<file path="src/rtl/wb_rr_arbiter.sv">
// Round-robin Wishbone arbiter: NUM_MASTERS masters share one slave port.
// Ownership locks for the whole cyc; a watchdog errors out stalled strobes.
module wb_rr_arbiter #(
  parameter int NUM_MASTERS   = 4,
  parameter int WB_ADDR_WIDTH = 32,
  parameter int WB_DATA_WIDTH = 32,
  parameter int TIMEOUT       = 255
) (
  input  logic                                    clk,
  input  logic                                    rstn,
  input  logic [NUM_MASTERS-1:0]                  m_cyc,
  input  logic [NUM_MASTERS-1:0]                  m_stb,
  input  logic [NUM_MASTERS-1:0]                  m_we,
  input  logic [NUM_MASTERS*WB_ADDR_WIDTH-1:0]    m_adr,
  input  logic [NUM_MASTERS*WB_DATA_WIDTH-1:0]    m_dat_w,
  input  logic [NUM_MASTERS*WB_DATA_WIDTH/8-1:0]  m_sel,
  output logic [WB_DATA_WIDTH-1:0]                m_dat_r,
  output logic [NUM_MASTERS-1:0]                  m_ack,
  output logic [NUM_MASTERS-1:0]                  m_err,
  output logic                                    s_cyc,
  output logic                                    s_stb,
  output logic                                    s_we,
  output logic [WB_ADDR_WIDTH-1:0]                s_adr,
  output logic [WB_DATA_WIDTH-1:0]                s_dat_w,
  output logic [WB_DATA_WIDTH/8-1:0]              s_sel,
  input  logic [WB_DATA_WIDTH-1:0]                s_dat_r,
  input  logic                                    s_ack,
  input  logic                                    s_err,
  output logic [NUM_MASTERS-1:0]                  grant,
  output logic                                    timeout_o
);

  localparam int SEL_W = WB_DATA_WIDTH / 8;
  localparam int IDX_W = (NUM_MASTERS > 1) ? $clog2(NUM_MASTERS) : 1;
  localparam logic [IDX_W:0]          NM_C        = (IDX_W+1)'(NUM_MASTERS);
  localparam logic [IDX_W-1:0]        LAST_INIT_C = IDX_W'(NUM_MASTERS - 1);
  localparam logic [NUM_MASTERS-1:0]  ONE_HOT0_C  = {{(NUM_MASTERS-1){1'b0}}, 1'b1};
  localparam logic [15:0]             TIMEOUT_C   = 16'(TIMEOUT);

  typedef enum logic [0:0] {ST_IDLE = 1'b0, ST_OWN = 1'b1} state_e;

  state_e                    state_r;
  logic [NUM_MASTERS-1:0]    grant_r;
  logic [IDX_W-1:0]          owner_r;
  logic [IDX_W-1:0]          last_r;
  logic [15:0]               wd_cnt_r;

  logic                      pick_valid_s;
  logic [IDX_W-1:0]          pick_idx_s;
  logic [IDX_W:0]            cand_s;
  logic                      owner_cyc_s;
  logic                      owner_stb_s;
  logic                      wd_kill_s;
  logic                      s_we_s;
  logic [WB_ADDR_WIDTH-1:0]  s_adr_s;
  logic [WB_DATA_WIDTH-1:0]  s_dat_w_s;
  logic [SEL_W-1:0]          s_sel_s;

  // Round-robin search upward from last+1; explicit wrap keeps non-power-of-two counts exact
  always_comb begin
    pick_valid_s = 1'b0;
    pick_idx_s   = '0;
    cand_s       = '0;
    for (int k = 1; k <= NUM_MASTERS; k++) begin
      cand_s = {1'b0, last_r} + (IDX_W+1)'(k);
      if (cand_s >= NM_C) begin
        cand_s = cand_s - NM_C;
      end else begin
        cand_s = cand_s;
      end
      if (!pick_valid_s && m_cyc[cand_s[IDX_W-1:0]]) begin
        pick_valid_s = 1'b1;
        pick_idx_s   = cand_s[IDX_W-1:0];
      end else begin
        pick_valid_s = pick_valid_s;
      end
    end
  end

  // Owner slice mux: AND-OR on the one-hot grant yields zeros while idle
  always_comb begin
    s_we_s    = 1'b0;
    s_adr_s   = '0;
    s_dat_w_s = '0;
    s_sel_s   = '0;
    for (int i = 0; i < NUM_MASTERS; i++) begin
      s_we_s    = s_we_s    | (grant_r[i] & m_we[i]);
      s_adr_s   = s_adr_s   | ({WB_ADDR_WIDTH{grant_r[i]}} & m_adr[i*WB_ADDR_WIDTH +: WB_ADDR_WIDTH]);
      s_dat_w_s = s_dat_w_s | ({WB_DATA_WIDTH{grant_r[i]}} & m_dat_w[i*WB_DATA_WIDTH +: WB_DATA_WIDTH]);
      s_sel_s   = s_sel_s   | ({SEL_W{grant_r[i]}} & m_sel[i*SEL_W +: SEL_W]);
    end
  end

  assign owner_cyc_s = |(m_cyc & grant_r);
  assign owner_stb_s = |(m_stb & grant_r);

  assign s_cyc     = (state_r == ST_OWN) & owner_cyc_s;
  // An ack landing on the terminal count completes the beat instead of timing out
  assign wd_kill_s = (wd_cnt_r == TIMEOUT_C) & owner_stb_s & s_cyc & ~s_ack;
  assign s_stb     = owner_stb_s & s_cyc & ~wd_kill_s;
  assign s_we      = s_we_s;
  assign s_adr     = s_adr_s;
  assign s_dat_w   = s_dat_w_s;
  assign s_sel     = s_sel_s;

  assign m_dat_r   = s_dat_r;
  assign m_ack     = grant_r & {NUM_MASTERS{s_ack & s_stb}};
  assign m_err     = grant_r & {NUM_MASTERS{(s_err & s_stb) | wd_kill_s}};
  assign grant     = grant_r;
  assign timeout_o = wd_kill_s;

  // Grant FSM: owner keeps the bus until its own cyc drops
  always_ff @(posedge clk or negedge rstn) begin
    if (!rstn) begin
      state_r <= ST_IDLE;
      grant_r <= '0;
      owner_r <= '0;
      last_r  <= LAST_INIT_C;
    end else begin
      case (state_r)
        ST_IDLE: begin
          if (pick_valid_s) begin
            state_r <= ST_OWN;
            grant_r <= ONE_HOT0_C << pick_idx_s;
            owner_r <= pick_idx_s;
          end else begin
            grant_r <= '0;
          end
        end
        ST_OWN: begin
          if (!owner_cyc_s) begin
            state_r <= ST_IDLE;
            grant_r <= '0;
            last_r  <= owner_r;
          end else begin
            grant_r <= grant_r;
          end
        end
        default: begin
          state_r <= ST_IDLE;
          grant_r <= '0;
        end
      endcase
    end
  end

  // Watchdog: counts stalled strobe cycles, restarts on any termination or idle strobe
  always_ff @(posedge clk or negedge rstn) begin
    if (!rstn) begin
      wd_cnt_r <= 16'd0;
    end else if (s_stb && !s_ack && !s_err) begin
      wd_cnt_r <= wd_cnt_r + 16'd1;
    end else begin
      wd_cnt_r <= 16'd0;
    end
  end

endmodule
</file>
<file path="config.mk">
export PLATFORM = sky130hd
export DESIGN_NAME = wb_rr_arbiter
export DESIGN_NICKNAME = d
export VERILOG_FILES = /design/src/rtl/wb_rr_arbiter.sv
export SDC_FILE = /design/constraint.sdc
export NUM_CORES = 1
export LEC_CHECK = 0
export ABC_AREA = 1
export CORE_AREA = 8 8 161 163
export DETAILED_ROUTE_END_ITERATION = 12
export DIE_AREA = 0 0 169 171
export GPL_TIMING_DRIVEN = 0
export HOLD_SLACK_MARGIN = 0.02
export MAX_ROUTING_LAYER = met4
export PLACE_DENSITY_LB_ADDON = 0.2
export SKIP_LAST_GASP = 1
export SYNTH_ARGS = -nofsm -noshare
export SYNTH_HDL_FRONTEND = slang
export SYNTH_SLANG_ARGS = --single-unit
</file>
<file path="constraint.sdc">
create_clock -name clk -period 1.9 [get_ports clk]
set_input_delay 0.57 -clock clk [delete_from_list [all_inputs] [get_ports clk]]
set_output_delay 0.57 -clock clk [all_outputs]
set_load 0.1 [all_outputs]
</file>
==> reports/metrics.sh, run 1 <==
RUN_STATUS='stopped before the end'
HALTSTAGE='detailed routing (5_2_route)'
FLOW.FIRST_ERROR='[ERROR DRT-0255] Maze Route cannot find path of net m_adr[51] in worker of routeBox ( 144900 48300 ) ( 169000 96600 ).'
FLOORPLAN.INITIALDENSITY_PCT=14.8
SYNTH.FF_LATCH_COUNT=25
DIE_HEIGHT_MICRONS=171
BUFFER_PORTS.INSERTED=403
YOSYS_WARNINGS=0
ROOT_DRIVER='sky130_fd_sc_hd__clkbuf_16'
CTS_BUFFER_DEPTH=2
DIE_W_MICRONS=169
CTS_HTREE_LEVELS=1
LARGEST_CELLS_BY_AREA_AFTER_SYNTHESIS='sky130_fd_sc_hd__nand2_1 (37%), sky130_fd_sc_hd__dfrtp_1 (17%), sky130_fd_sc_hd__nand4_1 (14%), sky130_fd_sc_hd__buf_4 (7.6%), sky130_fd_sc_hd__nor2_1 (3.5%)'
SYNTH_TOP_FLOP_CELL='sky130_fd_sc_hd__dfrtp_1'
GRTUSAGETOTAL_PCT=20.6
FRACTION_OF_SYNTHESIZED_CELL_AREA_TAKEN_BY_THE_TOP_AREA_CELL_TYPE_PCT=37.1
LARGEST_NET_DEGREE_AT_THE_START_OF_GLOBAL_ROUTING=26
SYNTH_ENABLE_FLOP_CELLS=0
POST_SYNTH.CELL_AREA_AVG_SQ_UM=5.48
SYNTHESIS.AREA_SQ_MM=0.00345
CTSHOLDBUFFERS=0
GPL.FINAL_WEIGHTED_CONGESTION=0.944
SYNTH_TOP_CELL_BY_AREA='sky130_fd_sc_hd__nand2_1'
WORSTENDPOINTGRTREPAIR='m_err[0]'
GRT_ANTENNA_BEFORE_REPAIR=3
CTS_INSERTED_BUFFERS=3
GRT_PASS1_VIAS=6034
GRT_PASS1_WL_MM=42.7
SYNTH.DISTINCT_CELLS=32
POSTSYNTH.ASYNCRESETSHARE_PCT=100
GRT_REMAINING_OVERFLOW=0
SEQ_AREA_FRAC_SYNTH_PCT=18.2
MAPPEDNETLISTNETS=951
BOUNDARYPINS=436
CTS_SINKS=25
PLACEMENTROWS=56
SYNTH_CELLS=630
WORST_ENDPOINT_KIND='top-level output'
DPL.HPWL_MM=26.0
per-stage QoR:
stage | setup WS, ns | instances | instance area [sq um] | hold WS (ns) | util, %
after global routing | -0.682 | 1405 | 9630 | 0.548 | 41.4
after CTS | -0.652 | 1388 | 9300 | 0.510 | 40.0
after detailed placement | -2.01 | 1352 | 8050 | 0.496 | 34.6
after global placement | -2.00 | 1352 | 8050 | 0.482 | 34.6
after floorplan | -0.689 | 630 | 3610 | 0.274 | -
cell usage after synthesis (2+ instances only):
| cell | instances |
|---|---|
| sky130_fd_sc_hd__inv_2 | 6 |
| sky130_fd_sc_hd__nor2_2 | 12 |
| sky130_fd_sc_hd__buf_4 | 35 |
| sky130_fd_sc_hd__dfstp_2 | 2 |
| sky130_fd_sc_hd__nand3_1 | 17 |
| sky130_fd_sc_hd__xor2_1 | 10 |
| sky130_fd_sc_hd__clkbuf_1 | 25 |
| sky130_fd_sc_hd__nand4_1 | 75 |
| sky130_fd_sc_hd__dfrtp_1 | 23 |
| sky130_fd_sc_hd__o22ai_2 | 2 |
| sky130_fd_sc_hd__a21oi_1 | 4 |
| sky130_fd_sc_hd__nor2_1 | 32 |
| sky130_fd_sc_hd__nand2_1 | 341 |
| sky130_fd_sc_hd__buf_1 | 3 |
| sky130_fd_sc_hd__a22o_1 | 2 |
| sky130_fd_sc_hd__inv_1 | 21 |
| sky130_fd_sc_hd__xnor2_1 | 4 |
| sky130_fd_sc_hd__buf_2 | 2 |
cells by family after synthesis:
family | after synthesis | synth area share [%]
AND/OR/NAND/NOR | 485 | 60.9
XOR/XNOR | 14 | 3.55
flip-flops | 25 | 18.2
AO/OA/AOI/OAI | 11 | 2.36
adder cells (fa/ha/maj) | 1 | 0.362
buffers and inverters | 94 | 14.6
what timing repair did:
action,in CTS,in global routing
setup endpoints to repair,132,90
pin swaps,33,30
gates resized for setup,856,88
cloned,7,2
setup buffers,26,21
routing by layer:
metal	global-route usage [%]
met1	24.4
met4	3.42
met2	32.7
met5	-
met3	8.57
==> run 2: changes to the inputs <==
Settings changed: HOLD_SLACK_MARGIN 0.02 to default, MAX_ROUTING_LAYER met4 to default, PLACE_DENSITY_LB_ADDON 0.2 to 0.15.
Clock period 1.9 ns to 2.47 ns, I/O delays scaled along.
==> run 2 against run 1 <==
Against the previous run: the flow now finishes, with violations (negative setup slack); synthesized cell count unchanged; global-route usage down 1.2 points; synthesized area unchanged.
==> reports/metrics.sh, run 2 <==
RUN_STATUS='finished with violations'
VIOLATIONS='negative setup slack'
REQUIRED_TIME_OF_THE_CRITICAL_PATH_NS=1.73
DRT-INITIAL-DRC-COUNT=343
INSERTION_DELAY_NS=0.26
CTS_TREE='yes'
POST-ROUTE-WORST-SETUP-SLACK_NS=-0.154
LAYOUT_COMMON_CELLS='sky130_fd_sc_hd__nand2_1 (328), sky130_fd_sc_hd__clkdlybuf4s50_1 (259), sky130_fd_sc_hd__buf_4 (86), sky130_fd_sc_hd__nand4_1 (75), sky130_fd_sc_hd__dlygate4sd2_1 (41)'
TIMING.CLOCK.SKEW_NS=0.00254
FIN_CRIT_SH_PCT=106
SYNTH_CELLS=630  # unchanged
SEQ_AREA_SQ_UM=643
SWITCHING_SHARE_PCT=66.7
FINAL_COMMON_CELL='sky130_fd_sc_hd__nand2_1'
CTS_HTREE_LEVELS=1  # unchanged
CRITPATHCAPTURETYPE='output pin'
FP.COREAREA_SQ_MM=0.0233
GPL.FINAL_WEIGHTED_CONGESTION=0.898  # -4.9%
TOTAL_NET_SWITCHING_POWER_uW=5780
SYNTH_COMPOUND_GATE_AREA_SHARE_PCT=2.36  # unchanged
REPORT.FINAL.HOLD_VIOL_COUNT=0
SYNTH.DISTINCT_CELLS=32  # unchanged
DETAIL_ROUTE.WIRELENGTH_MM=30.9
MULTI_INPUT_AREA_SQ_MM=0.00254
SYNTH.FF_LATCH_COUNT=25  # unchanged
POWER_FRAC_CLOCK_PCT=4.3
PLACEMENTROWS=56  # unchanged
POST-ROUTE-DRC-COUNT=0
SYNTH_TOP_FLOP_CELL='sky130_fd_sc_hd__dfrtp_1'
FINALINSTANCEAREA_SQ_MM=0.00892
SYNTHESIS.AREA_SQ_MM=0.00345  # unchanged
MAX_FREQ_MHz=381
SYNTH_TOP_FAMILY_BY_AREA='simple AND/OR/NAND/NOR gates'
ROOT_DRIVER='sky130_fd_sc_hd__clkbuf_16'
SYNTH_ENABLE_FLOP_CELLS=0  # unchanged
CRITPATHLAUNCH='grant[3]'
LARGEST_NET_DEGREE_AT_THE_START_OF_GLOBAL_ROUTING=26  # unchanged
FINAL-SETUP-VIOL-COUNT=30
SLEW_HEADROOM_PCT=24.1
GRT_REMAINING_OVERFLOW=0  # unchanged
REGMOSTFLOPS='wd_cnt_r'
GRT_PASS1_VIAS=5734  # -5.0%
MIN-DELAY-PATH-CLASS='reg -> reg'
POST-PLACE-CELLS=1352  # unchanged
DR_TOTAL_VIAS=5760
FINAL_MAX_SLEW_VIOL_COUNT=0
POST_SYNTH.CELL_AREA_AVG_SQ_UM=5.48  # unchanged
FRACTION_OF_SYNTHESIZED_CELL_AREA_TAKEN_BY_THE_TOP_AREA_CELL_TYPE_PCT=37.1  # unchanged
PLACED_AREA_SQ_MM=0.00807  # +0.23%
SYNTH_SIMPLE_GATE_AREA_SHARE_PCT=60.9  # unchanged
YOSYS.AREA_SHARE.XOR_XNOR_PCT=3.55  # unchanged
VDD_DROP_MAX_uV=641
LEAKAGEPOWER_uW=0.00390
ROUTED_VIA_DENSITY=4.16
CTS_BUFFER_DEPTH=2  # unchanged
FIRSTDRTPASSITERS=4
DRV_CAP=0
ARRIVAL_NS=1.88
POWER_PER_CELL_AREA_mW_PER_MM2=971
CTS.REPORTEDPATHS.CLKPINSLEW_NS=0.07
DPL.HPWL_MM=26.4  # +1.3%
DRIVE_GT1_SHARE_PCT=23.7
TIMING.REG2REG.WORST_PATH_DEPTH=10
YOSYSMOSTFREQUENTCELL='sky130_fd_sc_hd__nand2_1'
WORST_SETUP_PATH_START_KIND='flip-flop'
FIN_NETS=1388
P_INT_uW=2880
FINAL_CELLS=1386
SYNTH_TOP_CELL_BY_AREA='sky130_fd_sc_hd__nand2_1'
WORST_SLEW_PIN_SLEW_NS=1.14
YOSYS_WARNINGS=0  # unchanged
BUFFER_PORTS.INSERTED=403  # unchanged
SEQ_AREA_FRAC_SYNTH_PCT=18.2  # unchanged
PART_OF_THE_POWER_IN_REGISTERS_PCT=6.3
CRITICAL_PATH.MAX_FANOUT=4
DIE_W_MICRONS=169  # unchanged
CTSHOLDBUFFERS=0  # unchanged
ANTENNA_VIOLATING_NETS_POST_ROUTE=0
LARGEST_CELLS_BY_AREA_AFTER_SYNTHESIS='sky130_fd_sc_hd__nand2_1 (37%), sky130_fd_sc_hd__dfrtp_1 (17%), sky130_fd_sc_hd__nand4_1 (14%), sky130_fd_sc_hd__buf_4 (7.6%), sky130_fd_sc_hd__nor2_1 (3.5%)'
NUMBER_OF_FLIP_FLOPS_UNDER_THE_LARGEST_REGISTER_NAME=16
PATH_CLASS='reg -> out'
WL_PER_CELL_MICRONS=22.3
FINAL.SETUP.TNS_NS=-2.33
GRT_ANTENNA_BEFORE_REPAIR=4  # +1
MAPPEDNETLISTNETS=951  # unchanged
SYN2LAYOUT_AREA_GROWTH_PCT=158
WORST_R2R_STARTPOINT='grant[3]'
POSTSYNTH.ASYNCRESETSHARE_PCT=100  # unchanged
DIE_HEIGHT_MICRONS=171  # unchanged
GRT_PASS1_WL_MM=41.3  # -3.2%
SHARE_COMB_OF_TOTAL_POWER_PCT=89.3
FLOORPLAN.INITIALDENSITY_PCT=14.8  # unchanged
FINAL.HOLD.WORST_SLACK_NS=0.510
CTS_SINKS=25  # unchanged
SYNTH_COMMON_CELLS='sky130_fd_sc_hd__nand2_1 (341), sky130_fd_sc_hd__nand4_1 (75), sky130_fd_sc_hd__buf_4 (35), sky130_fd_sc_hd__nor2_1 (32), sky130_fd_sc_hd__clkbuf_1 (25)'
CTS_INSERTED_BUFFERS=3  # unchanged
SYNTHADDERAREAFRAC_PCT=0.362  # unchanged
WORST_SETUP_PATH_ENDPOINT='m_ack[1]'
DIEAREA_SQ_MM=0.0289
R2R-END='wd_cnt_r[6]'
YOSYS-MUX-AREA-FRACTION_PCT=0  # unchanged
GRT_SETUP_UNREPAIRED='true'
GRTUSAGETOTAL_PCT=19.4  # -1.2 points
LAYOUT.FILLER_CELLS=2471
BOUNDARYPINS=436  # unchanged
CLOCK_PERIOD_MINUS_FINAL_WORST_SETUP_SLACK_NS=2.62
WORST-R2R-SETUP-SLACK_NS=0.61
run 2: cell counts after synthesis:
Identical to the previous run, type by type.
run 2: area by class of cell:
| class | count | area share [%] |
|---|---|---|
| inverter | 28 | 1.44 |
| clock buffer | 3 | 0.842 |
| timing repair buffer | 432 | 50.6 |
| clock inverter | 1 | 0.0561 |
| buffer | 66 | 6.87 |
| multi-input combinational | 511 | 28.5 |
| sequential | 25 | 7.21 |
| antenna | 1 | 0.0281 |
| tap | 319 | 4.47 |
run 2: metrics by stage:
step | util, % | worst slack [ns] | power (uW)
2_1_floorplan | - | -0.290 | 5510
3_3_place_gp | 34.7 | -1.77 | 7700
3_5_place_dp | 34.7 | -1.77 | 7680
4_1_cts | 35.9 | -0.204 | 8210
5_1_grt | 38.3 | -0.215 | 8990
6_report | 38.3 | -0.154 | 8660
run 2: worst min-delay path by stage:
stage	start	end	cells past startpoint
final	owner_r[0]	owner_r[0]	2
after global routing	owner_r[0]	owner_r[0]	2
after CTS	owner_r[1]	owner_r[1]	2
after detailed placement	owner_r[0]	owner_r[0]	2
after global placement	owner_r[1]	owner_r[1]	2
after floorplan	rstn	owner_r[0]	0
run 2: routing by layer:
metal	vias up	GRT usage, %	wire [microns]
met1	2622	23.7	12600
met2	249	33.2	14800
li1	2873	-	-
met4	2	1.39	238
met5	-	0	13
met3	14	7.72	3230
run 2: kinds of logic (layout without fill, tap and decap cells):
group | count (synthesis) | in the layout
other cells | 0 | 1
buf+inv | 94 | 530
simple gates | 485 | 485
compound gates | 11 | 11
fa+ha+maj | 1 | 1
flops | 25 | 25
xor+xnor | 14 | 14
run 2: critical path, stage by stage, from the launching register on:
cell,delay [ns]
sky130_fd_sc_hd__dfrtp_4,0.42
sky130_fd_sc_hd__buf_12,0.11
sky130_fd_sc_hd__clkinvlp_4,0.10
sky130_fd_sc_hd__o22ai_4,0.19
sky130_fd_sc_hd__o21ai_4,0.10
sky130_fd_sc_hd__nor2_4,0.16
sky130_fd_sc_hd__nand3_4,0.16
sky130_fd_sc_hd__nor2_4,0.17
sky130_fd_sc_hd__buf_12,0.19
run 2: what timing repair did:
| item | 4_1_cts | 5_1_grt |
|---|---|---|
| gates cloned | 0 | 2 |
| endpoints found under the setup margin | 116 | 50 |
| resized for setup | 670 | 123 |
| setup buffers | 9 | 18 |
| pin swaps | 24 | 31 |
run 2: power by group through the flow:
stage / Clock (uW) / Sequential [uW] / Combinational (uW)
after global placement: 0 / 554 / 7150
after CTS: 380 / 549 / 7290
after detailed placement: 0 / 549 / 7140
after floorplan: 0 / 644 / 4860
after global routing: 396 / 556 / 8040
final: 374 / 550 / 7740
Power figures use the tool's default switching activity.
